[config.mk]
export PLATFORM = sky130hd
export DESIGN_NAME = serial_adder
export DESIGN_NICKNAME = d
export VERILOG_FILES = /design/src/rtl/serial_adder.sv
export SDC_FILE = /design/constraint.sdc
export NUM_CORES = 1
export LEC_CHECK = 0
export ABC_AREA = 1
export BUFFER_PORTS_ARGS = -buffer_cell sky130_fd_sc_hd__clkbuf_2
export CAP_MARGIN = 10
export CORE_MARGIN = 3
export CORE_UTILIZATION = 45
export CTS_CLUSTER_DIAMETER = 30
export DETAILED_ROUTE_END_ITERATION = 8
export PLACE_DENSITY = 0.74
export SLEW_MARGIN = 20
export SYNTH_ARGS = -nofsm -noshare
export SYNTH_HDL_FRONTEND = slang
export SYNTH_SLANG_ARGS = --single-unit
[constraint.sdc]
create_clock -name clk -period 1 [get_ports clk]
set_input_delay 0.1 -clock clk [delete_from_list [all_inputs] [get_ports clk]]
set_output_delay 0.1 -clock clk [all_outputs]
set_load 0.01 [all_outputs]
[src/rtl/serial_adder.sv]
// Bit-serial unsigned adder: one full-adder cell plus a carry flop, LSB first.
// Define SERIAL_ADDER_OVF_EN to add the signed overflow output.
module serial_adder #(
    parameter int WIDTH = 8
) (
    input  logic             clk,
    input  logic             rst,
    input  logic             in_valid,
    output logic             in_ready,
    input  logic [WIDTH-1:0] a,
    input  logic [WIDTH-1:0] b,
    output logic             out_valid,
    input  logic             out_ready,
    output logic [WIDTH-1:0] sum,
`ifdef SERIAL_ADDER_OVF_EN
    output logic             overflow,
`endif
    output logic             carry
);

    localparam int CW = $clog2(WIDTH) + 1;

    typedef enum logic [1:0] {
        IDLE = 2'd0,
        RUN  = 2'd1,
        DONE = 2'd2
    } state_t;

    state_t           state_q, state_d;
    logic [WIDTH-1:0] a_sh_q, a_sh_d;
    logic [WIDTH-1:0] b_sh_q, b_sh_d;
    logic [WIDTH-1:0] sum_sh_q, sum_sh_d;
    logic             c_q, c_d;
    logic [CW-1:0]    cnt_q, cnt_d;
    logic             s_bit;
    logic             c_next;
    logic             last_bit;

    assign s_bit    = a_sh_q[0] ^ b_sh_q[0] ^ c_q;
    assign c_next   = (a_sh_q[0] & b_sh_q[0]) | (c_q & (a_sh_q[0] ^ b_sh_q[0]));
    assign last_bit = (cnt_q == CW'(WIDTH - 1));

    always_ff @(posedge clk) begin
        if (rst) begin
            state_q  <= IDLE;
            a_sh_q   <= '0;
            b_sh_q   <= '0;
            sum_sh_q <= '0;
            c_q      <= 1'b0;
            cnt_q    <= '0;
        end else begin
            state_q  <= state_d;
            a_sh_q   <= a_sh_d;
            b_sh_q   <= b_sh_d;
            sum_sh_q <= sum_sh_d;
            c_q      <= c_d;
            cnt_q    <= cnt_d;
        end
    end

    always_comb begin
        state_d = state_q;
        unique case (state_q)
            IDLE:    if (in_valid) state_d = RUN;
            RUN:     if (last_bit) state_d = DONE;
            DONE:    if (out_ready) state_d = IDLE;
            default: state_d = IDLE;
        endcase
    end

    always_comb begin
        a_sh_d   = a_sh_q;
        b_sh_d   = b_sh_q;
        sum_sh_d = sum_sh_q;
        c_d      = c_q;
        cnt_d    = cnt_q;
        if (state_q == IDLE && in_valid) begin
            a_sh_d   = a;
            b_sh_d   = b;
            sum_sh_d = '0;
            c_d      = 1'b0;
            cnt_d    = '0;
        end else if (state_q == RUN) begin
            a_sh_d   = a_sh_q >> 1;
            b_sh_d   = b_sh_q >> 1;
            sum_sh_d = {s_bit, sum_sh_q[WIDTH-1:1]};
            c_d      = c_next;
            cnt_d    = cnt_q + CW'(1);
        end
    end

`ifdef SERIAL_ADDER_OVF_EN
    logic ovf_q, ovf_d;

    // Carry into the MSB is c_q on the last bit; carry out is c_next.
    always_comb begin
        ovf_d = ovf_q;
        if (state_q == IDLE && in_valid) begin
            ovf_d = 1'b0;
        end else if (state_q == RUN && last_bit) begin
            ovf_d = c_q ^ c_next;
        end
    end

    always_ff @(posedge clk) begin
        if (rst) ovf_q <= 1'b0;
        else     ovf_q <= ovf_d;
    end

    assign overflow = ovf_q;
`endif

    always_comb begin
        in_ready  = (state_q == IDLE) && !rst;
        out_valid = (state_q == DONE);
        sum       = sum_sh_q;
        carry     = c_q;
    end

endmodule

======== Word level (Yosys, flattened, before mapping) ========
Index checks and enable logic that the tools add are counted.
cells by class
  add/sub/neg operators ................... 1
  shifts and indexed selects .............. 0
  muxes and demuxes ....................... 8
  magnitude comparators ................... 0
  multiply operators ...................... 0
  reduce and logical (&&, ||, !) cells .... 7
  div/mod/pow operators ................... 0
  equal/unequal tests ..................... 6
  bitwise logic cells ..................... 5
operator list
  cell                                                                     number
  8-bit 2-to-1 mux                                                         4
  2-bit 2-to-1 mux                                                         3
  2-bit one-hot mux with 3 select lines                                    1
  4-bit by 1-bit adder with 4-bit output, second input constant            1
  4-bit by 3-bit == test with 1-bit output, second input constant          1
  2-bit inequality test, second input constant                             2
  3-bit AND reduction                                                      1
  1-bit AND                                                                2
  2-bit by 1-bit == test with 1-bit output, second input constant          1
  2-bit == test, second input constant                                     1
  1-bit logical AND                                                        2
  2-bit zero test                                                          1
  2-bit by 1-bit inequality test with 1-bit output, second input constant  1
  2-bit nonzero test                                                       1
  2-bit OR reduction                                                       1
  1-bit bitwise XOR                                                        2
  1-bit zero test                                                          1
  1-bit OR                                                                 1
storage, ports and cells
  bits in latches ......................... 0
  memories kept ........................... 0
  flip-flop bits (word level) ............. 31
  input bits .............................. 20
  bits in writable memories ............... 0
  bits in read-only memories .............. 0

======== Longest topological paths before layout ========
Gate-level depths: netlist of the first run.
  depth after elaboration ................. 3
  mapped depth ............................ 7
  depth with buffers taken out ............ 6

======== Worst setup path before layout of the first run ========
No wires, ideal clock.
  path type ............................... flip-flop to flip-flop
  from .................................... reg state_q[0]
  to ...................................... reg cnt_q[0]
  required time ........................... 884 ps
  cell stages (with the launch flop) ...... 8
  arrival ................................. 988 ps
  clock period less this slack ............ 1103 ps
  slack ................................... -103 ps
  path through ............................ dfxtp_1 inv_2 nand2_2 nor2_4 inv_4 nand2_4 buf_6 nor2_1
between the ends
  word-level cells in the longest chain between the ends .. 3
  elaborated cells on any way between the ends .. 4
RTL lines
  element                              line  source
  start, declared                      29    state_t state_q, state_d;
  start signal, assigned               52    state_q <= state_d;
  2-bit zero test                      77    if (state_q == IDLE && in_valid) begin
  1-bit logical AND                    77
  2-bit OR reduction (no source line)  n/a
  end signal, assigned                 57    cnt_q <= cnt_d;
  end, declared                        34    logic [CW-1:0] cnt_q, cnt_d;
Parallel ways exist; a longest one is shown, timed or not.
A chain may end at the register's enable or synchronous reset.

======== Worst setup path after layout of the first run ========
  from .................................... reg state_q[0]
  to ...................................... out in_ready
between the ends
  word-level cells in the longest chain between the ends .. 2
RTL lines
  element            line  source
  2-bit zero test    114   in_ready = (state_q == IDLE) && !rst;
  1-bit logical AND  114
  end, declared      9     output logic in_ready,
No other way between the ends.

==> results of run 1 <==
-- power groups by stage --
stage | clock network [mW] | registers [mW] | logic (mW)
after detailed placement | 0 | 1.35 | 0.288
after global placement | 0 | 1.35 | 0.279
after floorplan | 0 | 1.34 | 0.214
after CTS | 0.859 | 1.32 | 0.354
after global routing | 0.932 | 1.33 | 0.443
final | 0.859 | 1.32 | 0.405
-- worst paths after layout --
kind | cells after the start | slack [ns] | from | to
max | 4 | -0.18 | state_q[0]$_SDFFE_PP0P_ | in_ready
min | 3 | 0.009 | b[4] | b_sh_q[4]$_SDFFE_PP0P_
max reg2reg | 6 | -0.17 | state_q[1]$_SDFFE_PP0P_ | cnt_q[0]$_SDFFE_PP0N_
min reg2reg | 2 | 0.47 | sum[0]$_SDFFE_PP0N_ | sum[0]$_SDFFE_PP0N_
-- state kept, by name, indices dropped and copies added, names as in the netlist --
| signal | cells |
|---|---|
| sum | 8 |
| state_q | 2 |
| carry | 1 |
| b_sh_q | 8 |
| a_sh_q | 8 |
| cnt_q | 4 |
-- tightest hold or removal path, stage by stage --
cell and delay [ns]:
clkbuf_2 0.08, nand2_1 0.05, a31oi_1 0.06
-- placed cells by master (no fill, tap or decap), types with 2 or more instances in the layout --
master and instances:
a21oi_1 3, nor2_1 4, inv_1 5, buf_4 3
nand3_1 2, nand2_4 2, a31oi_1 14, inv_4 2
nand2_8 2, nor3_1 2, dfxtp_2 4, nor2_2 4
clkbuf_8 2, buf_6 10, dlygate4sd3_1 4, dfxtp_1 26
nand2_2 2, clkbuf_2 27, nor2_4 2, o21ai_1 2
nand2_1 67, clkbuf_4 5, a21oi_2 10
-- logic make-up after synthesis --
group / Yosys count / synth area share [%]
DFF: 31 / 46.14
and+or+nand+nor: 87 / 26.79
buffers and inverters: 17 / 8.001
AOI/OAI and AO/OA: 31 / 16.00
xor gates and xnor gates: 1 / 0.6513
adders and majority gates: 2 / 2.419
-- layout make-up --
class                   instances  area, µm²  share of cell area [%]
clock buffers                   7      65.06                   3.511
clock inverters                 1      7.507                  0.4051
inverters                       9      51.30                   2.768
multi-input cells             122      705.7                   38.08
flip-flops and latches         31      629.4                   33.96
well taps                      31      38.79                   2.093
repair buffers                 46      335.3                   18.10
repair inverters                2      20.02                   1.080
-- metrics by stage --
step | cell area [µm²] | setup WS [ns] | util (%) | power [mW] | hold WS (ns)
finish | 1853 | -0.1802 | 66.06 | 2.587 | 0.009213
CTS | 1733 | -0.1851 | 61.78 | 2.532 | 0.0004910
floorplan | 1355 | -0.08633 | - | 1.556 | 0.2427
global route | 1853 | -0.2378 | 66.06 | 2.704 | 0.006008
global placement | 1534 | -0.05950 | 54.68 | 1.625 | 0.3334
detailed placement | 1534 | -0.1352 | 54.68 | 1.635 | 0.3322
-- routing by layer --
metal | part of all wire [%] | wire (µm) | vias to the layer above
met5 | 0 | 0 | -
met4 | 2.7 | 87 | 0
met3 | 4.7 | 154 | 10
met2 | 48 | 1587 | 33
met1 | 44 | 1445 | 584
li1 | - | - | 644
-- what timing repair did --
action	in CTS	in global routing
hold buffers	4	0
hold endpoints to repair	5	0
gates resized for setup	8	30
endpoints found under the setup margin	34	35
cloned	3	2
pin swaps	4	14
setup buffers	2	0
==> run summary, run 1 <==
Min Clock Period, post-route = 1.180 ns
Sort of element at the end of the critical path = output pin
Weighted congestion at the end of routability-driven global placement = 0.7639
Total clock buffers created by CTS = 5
Avg Vias per Cell = 5.104
Worst Setup Path Type = flop to output pin
Most frequent cell after synthesis = nand2_1
Clock skew after layout = 0.01356 ns
Initial drt markers = 26
Die X-Extent = 60.67 µm
Average wire length per cell after detail routing = 13.15 µm
Async S/R FF share, synth = 0%
Clock insertion delay at the later pin of the skew report = 0.34 ns
Worst-path cell chain = inv_2 > nand2_4 > nor2_2 > buf_2
Post-Place Cells = 230
Worst setup slack after layout = -0.1802 ns
Placed wire-length estimate = 1934 µm
Post-Synthesis Cell Area = 1345 µm²
Pin count of the biggest net entering global routing = 17
Global-route wire length before repair = 5175 µm
CP required = 0.90 ns
Syn Inst Count = 169
Sequential share of power = 51.1%
Final instance count without filler cells = 249
Share of power burned in the clock network = 33.2%
Most area-consuming cells after synthesis = dfxtp_1 (46%), nand2_1 (19%), a31oi_1 (7.0%)
Gr usage total = 19.11%
Number of nets in the layout = 239
TritonCTS clock tree = built
Buffers added on ports = 30
Worst relative slew slack = 82.77%
Number of antenna violations at the first check in global routing = 0
Met1 Usage GRT = 22.64%
Critical path buffers and inverters = 2
Met2 GRT Util = 31.15%
Synth Warn # = 0
Lkg Pwr = 0.7168 nW
Number of distinct standard cells referenced by the synthesized netlist = 26
IR drop worst, VDD = 0.001003 V
Setup TNS = -2.993 ns
Post-synthesis to final-layout area growth = 37.77%
Remaining number of nets flagged by the antenna check after routing = 0
Transition at the pin with the smallest max-transition slack = 0.2582 ns
Element type at the critical path start = flop
Post-synthesis sequential area ratio = 46.14%
Number of diodes added for antenna fixing = 0
Most heavily used metal layer in global routing = met2
Slowest CP cell = dfxtp_4
Cell class contributing the biggest share of worst-path delay = flip-flops
Root buffer selected by CTS = clkbuf_4
Length of the first detailed-routing pass in iterations = 4
Setup repair after global routing missed its margin = yes
Via count of the first global-routing pass = 1224
Signal arrival time at the worst endpoint = 1.08 ns
CTS clk-pin slew, worst paths = 0.10 ns
Number of DRC violations after detailed routing = 0
Met3 routing resource usage after global routing = 5.745%
Die Outline Area = 3681 µm²
Switching pwr = 0.7175 mW
Top cell type by total area after synthesis = dfxtp_1
FP Rows = 19
Failing checks = negative setup slack
#FFs+latches synth = 31
Number of fill cells = 227
Switching power as a share of total power = 27.73%
Mean area per synthesized cell = 7.959 µm²
Final critical-path share of the clock period = 118.0%
Fraction of final layout cells sized beyond drive strength 1 = 39.91%
Max Fclk = 0.8473 GHz
Number of setup violations in the final report = 33
Internal power contribution = 1.869 mW
DRT Wirelength = 3274 µm
Syn Nets = 191
Number of enable flip-flop cells after synthesis = 0
Maximum clock insertion buffer count = 2
Starting Density = 47.95%
Chip Height = 60.67 µm
Vias post-DR = 1271
Maximum level of the CTS H-tree = 2
Number of placed I/O pins = 31
Final Hold Viols = 0
Primary FF master, synth = dfxtp_1
Largest stage delay on the critical path = 0.39 ns
Maxcap violations = 0
Overflow left after global routing = 0
Synth top cells by count = nand2_1 (69), dfxtp_1 (31), a31oi_1 (15)
Share of total power in combinational logic = 15.6%
Max Fanout on Critical Path = 4
Total count of max-transition violations in the final report = 0
Sinks on Clock Net = 31
Post-synth top area share = 46.14%
Power density cells = 1396 nW/µm²
Worst min-delay path class = primary input to flop
Placeable core region = 2805 µm²
Outcome = complete, but fails checks
(Power assumes the default switching activity.)
==> run 2: changes to the inputs <==
- MAX_ROUTING_LAYER: not set -> met4
- TNS_END_PERCENT: not set -> 10
==> run summary, run 2 (synthesis gave the netlist of run 1 again) <==
Sinks on Clock Net = 31 (unchanged)
Number of setup violations in the final report = 33 (unchanged)
Gr usage total = 18.79% (-0.32 points)
Power density cells = 1321 nW/µm² (-5.4%)
Clock skew after layout = 0.007355 ns (-0.006205 ns)
Element type at the critical path start = flop
Initial drt markers = 43 (+65%)
Failing checks = negative setup slack
Final Hold Viols = 0 (unchanged)
Worst relative slew slack = 83.04% (+0.28 points)
Root buffer selected by CTS = clkbuf_4
Fraction of final layout cells sized beyond drive strength 1 = 36.99% (-2.9 points)
Starting Density = 47.95% (unchanged)
Setup TNS = -2.505 ns (+0.4885 ns)
Number of diodes added for antenna fixing = 0 (unchanged)
Number of placed I/O pins = 31 (unchanged)
Number of cells on the worst hold path = 3 (unchanged)
Average wire length per cell after detail routing = 12.64 µm (-3.8%)
Via count of the first global-routing pass = 1155 (-5.6%)
Length of the first detailed-routing pass in iterations = 4 (unchanged)
Clock insertion delay at the later pin of the skew report = 0.32 ns (-0.02 ns)
Worst min-delay path class = primary input to flop
Vias post-DR = 1291 (+1.6%)
Most used cells in the layout excluding fill and tap cells = nand2_1 (67), dfxtp_1 (27), clkbuf_2 (27)
Lkg Pwr = 0.7074 nW (-1.3%)
Remaining number of nets flagged by the antenna check after routing = 0 (unchanged)
Leading cell type in the layout, fill and taps excluded = nand2_1
Die Outline Area = 3681 µm² (unchanged)
Die X-Extent = 60.67 µm (unchanged)
Worst Hold End = b_sh_q[5]$_SDFFE_PP0P_
Sort of element at the end of the critical path = flop
Overflow left after global routing = 0 (unchanged)
Placed wire-length estimate = 1902 µm (-1.7%)
Chip Height = 60.67 µm (unchanged)
CTS clk-pin slew, worst paths = 0.10 ns (about the same)
Number of antenna violations at the first check in global routing = 0 (unchanged)
Post-layout util = 64.94% (-1.1 points)
Post-synthesis to final-layout area growth = 35.44%
Maximum clock insertion buffer count = 2 (unchanged)
IR drop worst, VDD = 0.0009746 V (-2.8%)
Transition at the pin with the smallest max-transition slack = 0.2534 ns (-0.004821 ns)
CP required = 1.24 ns (+0.34 ns)
Max Fanout on Critical Path = 8 (+4)
Maximum level of the CTS H-tree = 2 (unchanged)
Number of DRC violations after detailed routing = 0 (unchanged)
Worst r2r path cells = 6 (unchanged)
Maxcap violations = 0 (unchanged)
Total count of max-transition violations in the final report = 0 (unchanged)
Number of nets in the layout = 240 (+0.42%)
Final critical-path share of the clock period = 116.8% (-1.2 points)
Avg Vias per Cell = 5.164 (+1.2%)
DRT Wirelength = 3161 µm (-3.5%)
FP Rows = 19 (unchanged)
Setup repair after global routing missed its margin = yes
Buffers added on ports = 30 (unchanged)
Worst setup slack after layout = -0.1679 ns (+0.01235 ns)
Worst Setup Path Type = flop to flop
Critical register-to-register path startpoint = state_q[1]$_SDFFE_PP0P_
Global-route wire length before repair = 4892 µm (-5.5%)
Outcome = complete, but fails checks
Hold path startpoint = b[5]
FF-to-FF setup slack = -0.17 ns (about the same)
TritonCTS clock tree = built
Weighted congestion at the end of routability-driven global placement = 0.7643 (about the same)
Signal arrival time at the worst endpoint = 1.41 ns (+0.33 ns)
Total clock buffers created by CTS = 5 (unchanged)
Crit. Startpoint = state_q[1]$_SDFFE_PP0P_
Overall power after layout = 2.406 mW (-7.0%)
Endpoint of the most critical register-to-register path = a_sh_q[2]$_SDFFE_PP0P_
Pin count of the biggest net entering global routing = 17 (unchanged)
Placeable core region = 2805 µm² (unchanged)
Min Clock Period, post-route = 1.168 ns (-0.01235 ns)
Max Fclk = 0.8563 GHz (+1.1%)
[run 2: cell count changes in the layout (fill, tap and decap cells not counted), moves of 2 or more]
| cell | change |
|---|---|
| buf_4 | +2 |
| buf_6 | -2 |
| clkbuf_1 | +2 |
| clkbuf_8 | -2 |
| nor2_1 | +2 |
| nor2_2 | -2 |
[run 2: per-stage QoR]
stage	worst slack, ns	std cells	hold WS, ns	instance area, µm²
floorplan	-0.08633	169	0.2427	1355
global placement	-0.06214	229	0.3333	1539
detailed placement	-0.1424	229	0.3464	1539
CTS	-0.1894	249	0.002749	1754
global route	-0.2242	250	0.006044	1822
finish	-0.1679	250	0.01576	1822
[run 2: layout make-up]
| type | count | area [µm²] |
|---|---|---|
| fillers | 240 | 983.4 |
| multi-input cells | 122 | 684.4 |
| flip-flops and latches | 31 | 628.1 |
| repair buffers | 48 | 357.8 |
| inverters | 9 | 53.80 |
| clock buffers | 7 | 45.04 |
| well taps | 31 | 38.79 |
| repair inverters | 1 | 8.758 |
| clock inverters | 1 | 5.005 |
[run 2: where the power goes]
group	switching (mW)	internal [mW]	leakage [nW]
combinational	0.221	0.177	0.424
sequential	0.0350	1.28	0.255
clock	0.414	0.274	0.0293
[run 2: worst max path at each step]
| stage | depth (start not counted) | slack [ns] | endpoint |
|---|---|---|---|
| finish | 6 | -0.17 | a_sh_q[2]$_SDFFE_PP0P_ |
| global route | 4 | -0.22 | out_valid |
| CTS | 4 | -0.19 | out_valid |
| detailed placement | 6 | -0.14 | a_sh_q[4]$_SDFFE_PP0P_ |
| global placement | 6 | -0.06 | b_sh_q[5]$_SDFFE_PP0P_ |
| floorplan | 7 | -0.09 | cnt_q[0]$_SDFFE_PP0N_ |
[run 2: what timing repair did]
item | in CTS | in global routing
hold buffers | 4 | 1
setup endpoints to repair | 33 | 34
hold endpoints to repair | 5 | 1
buffers inserted | 5 | 0
gates resized for setup | 11 | 20
pin swaps | 13 | 7
cloned | 3 | 0
[run 2: layer usage]
layer | part of all wire, % | up-vias | GRT usage [%]
met5 | 0 | - | -
met1 | 42 | 600 | 21.41
li1 | - | 648 | -
met4 | 2.4 | 0 | 9.907
met3 | 4.6 | 10 | 6.809
met2 | 50 | 33 | 28.70
[run 2: critical path, stage by stage, from the launching register on]
cell and delay [ns]:
dfxtp_2 0.37, inv_4 0.05, buf_6 0.12, buf_12 0.12
o21ai_4 0.10, nand2_1 0.11, a31oi_1 0.21
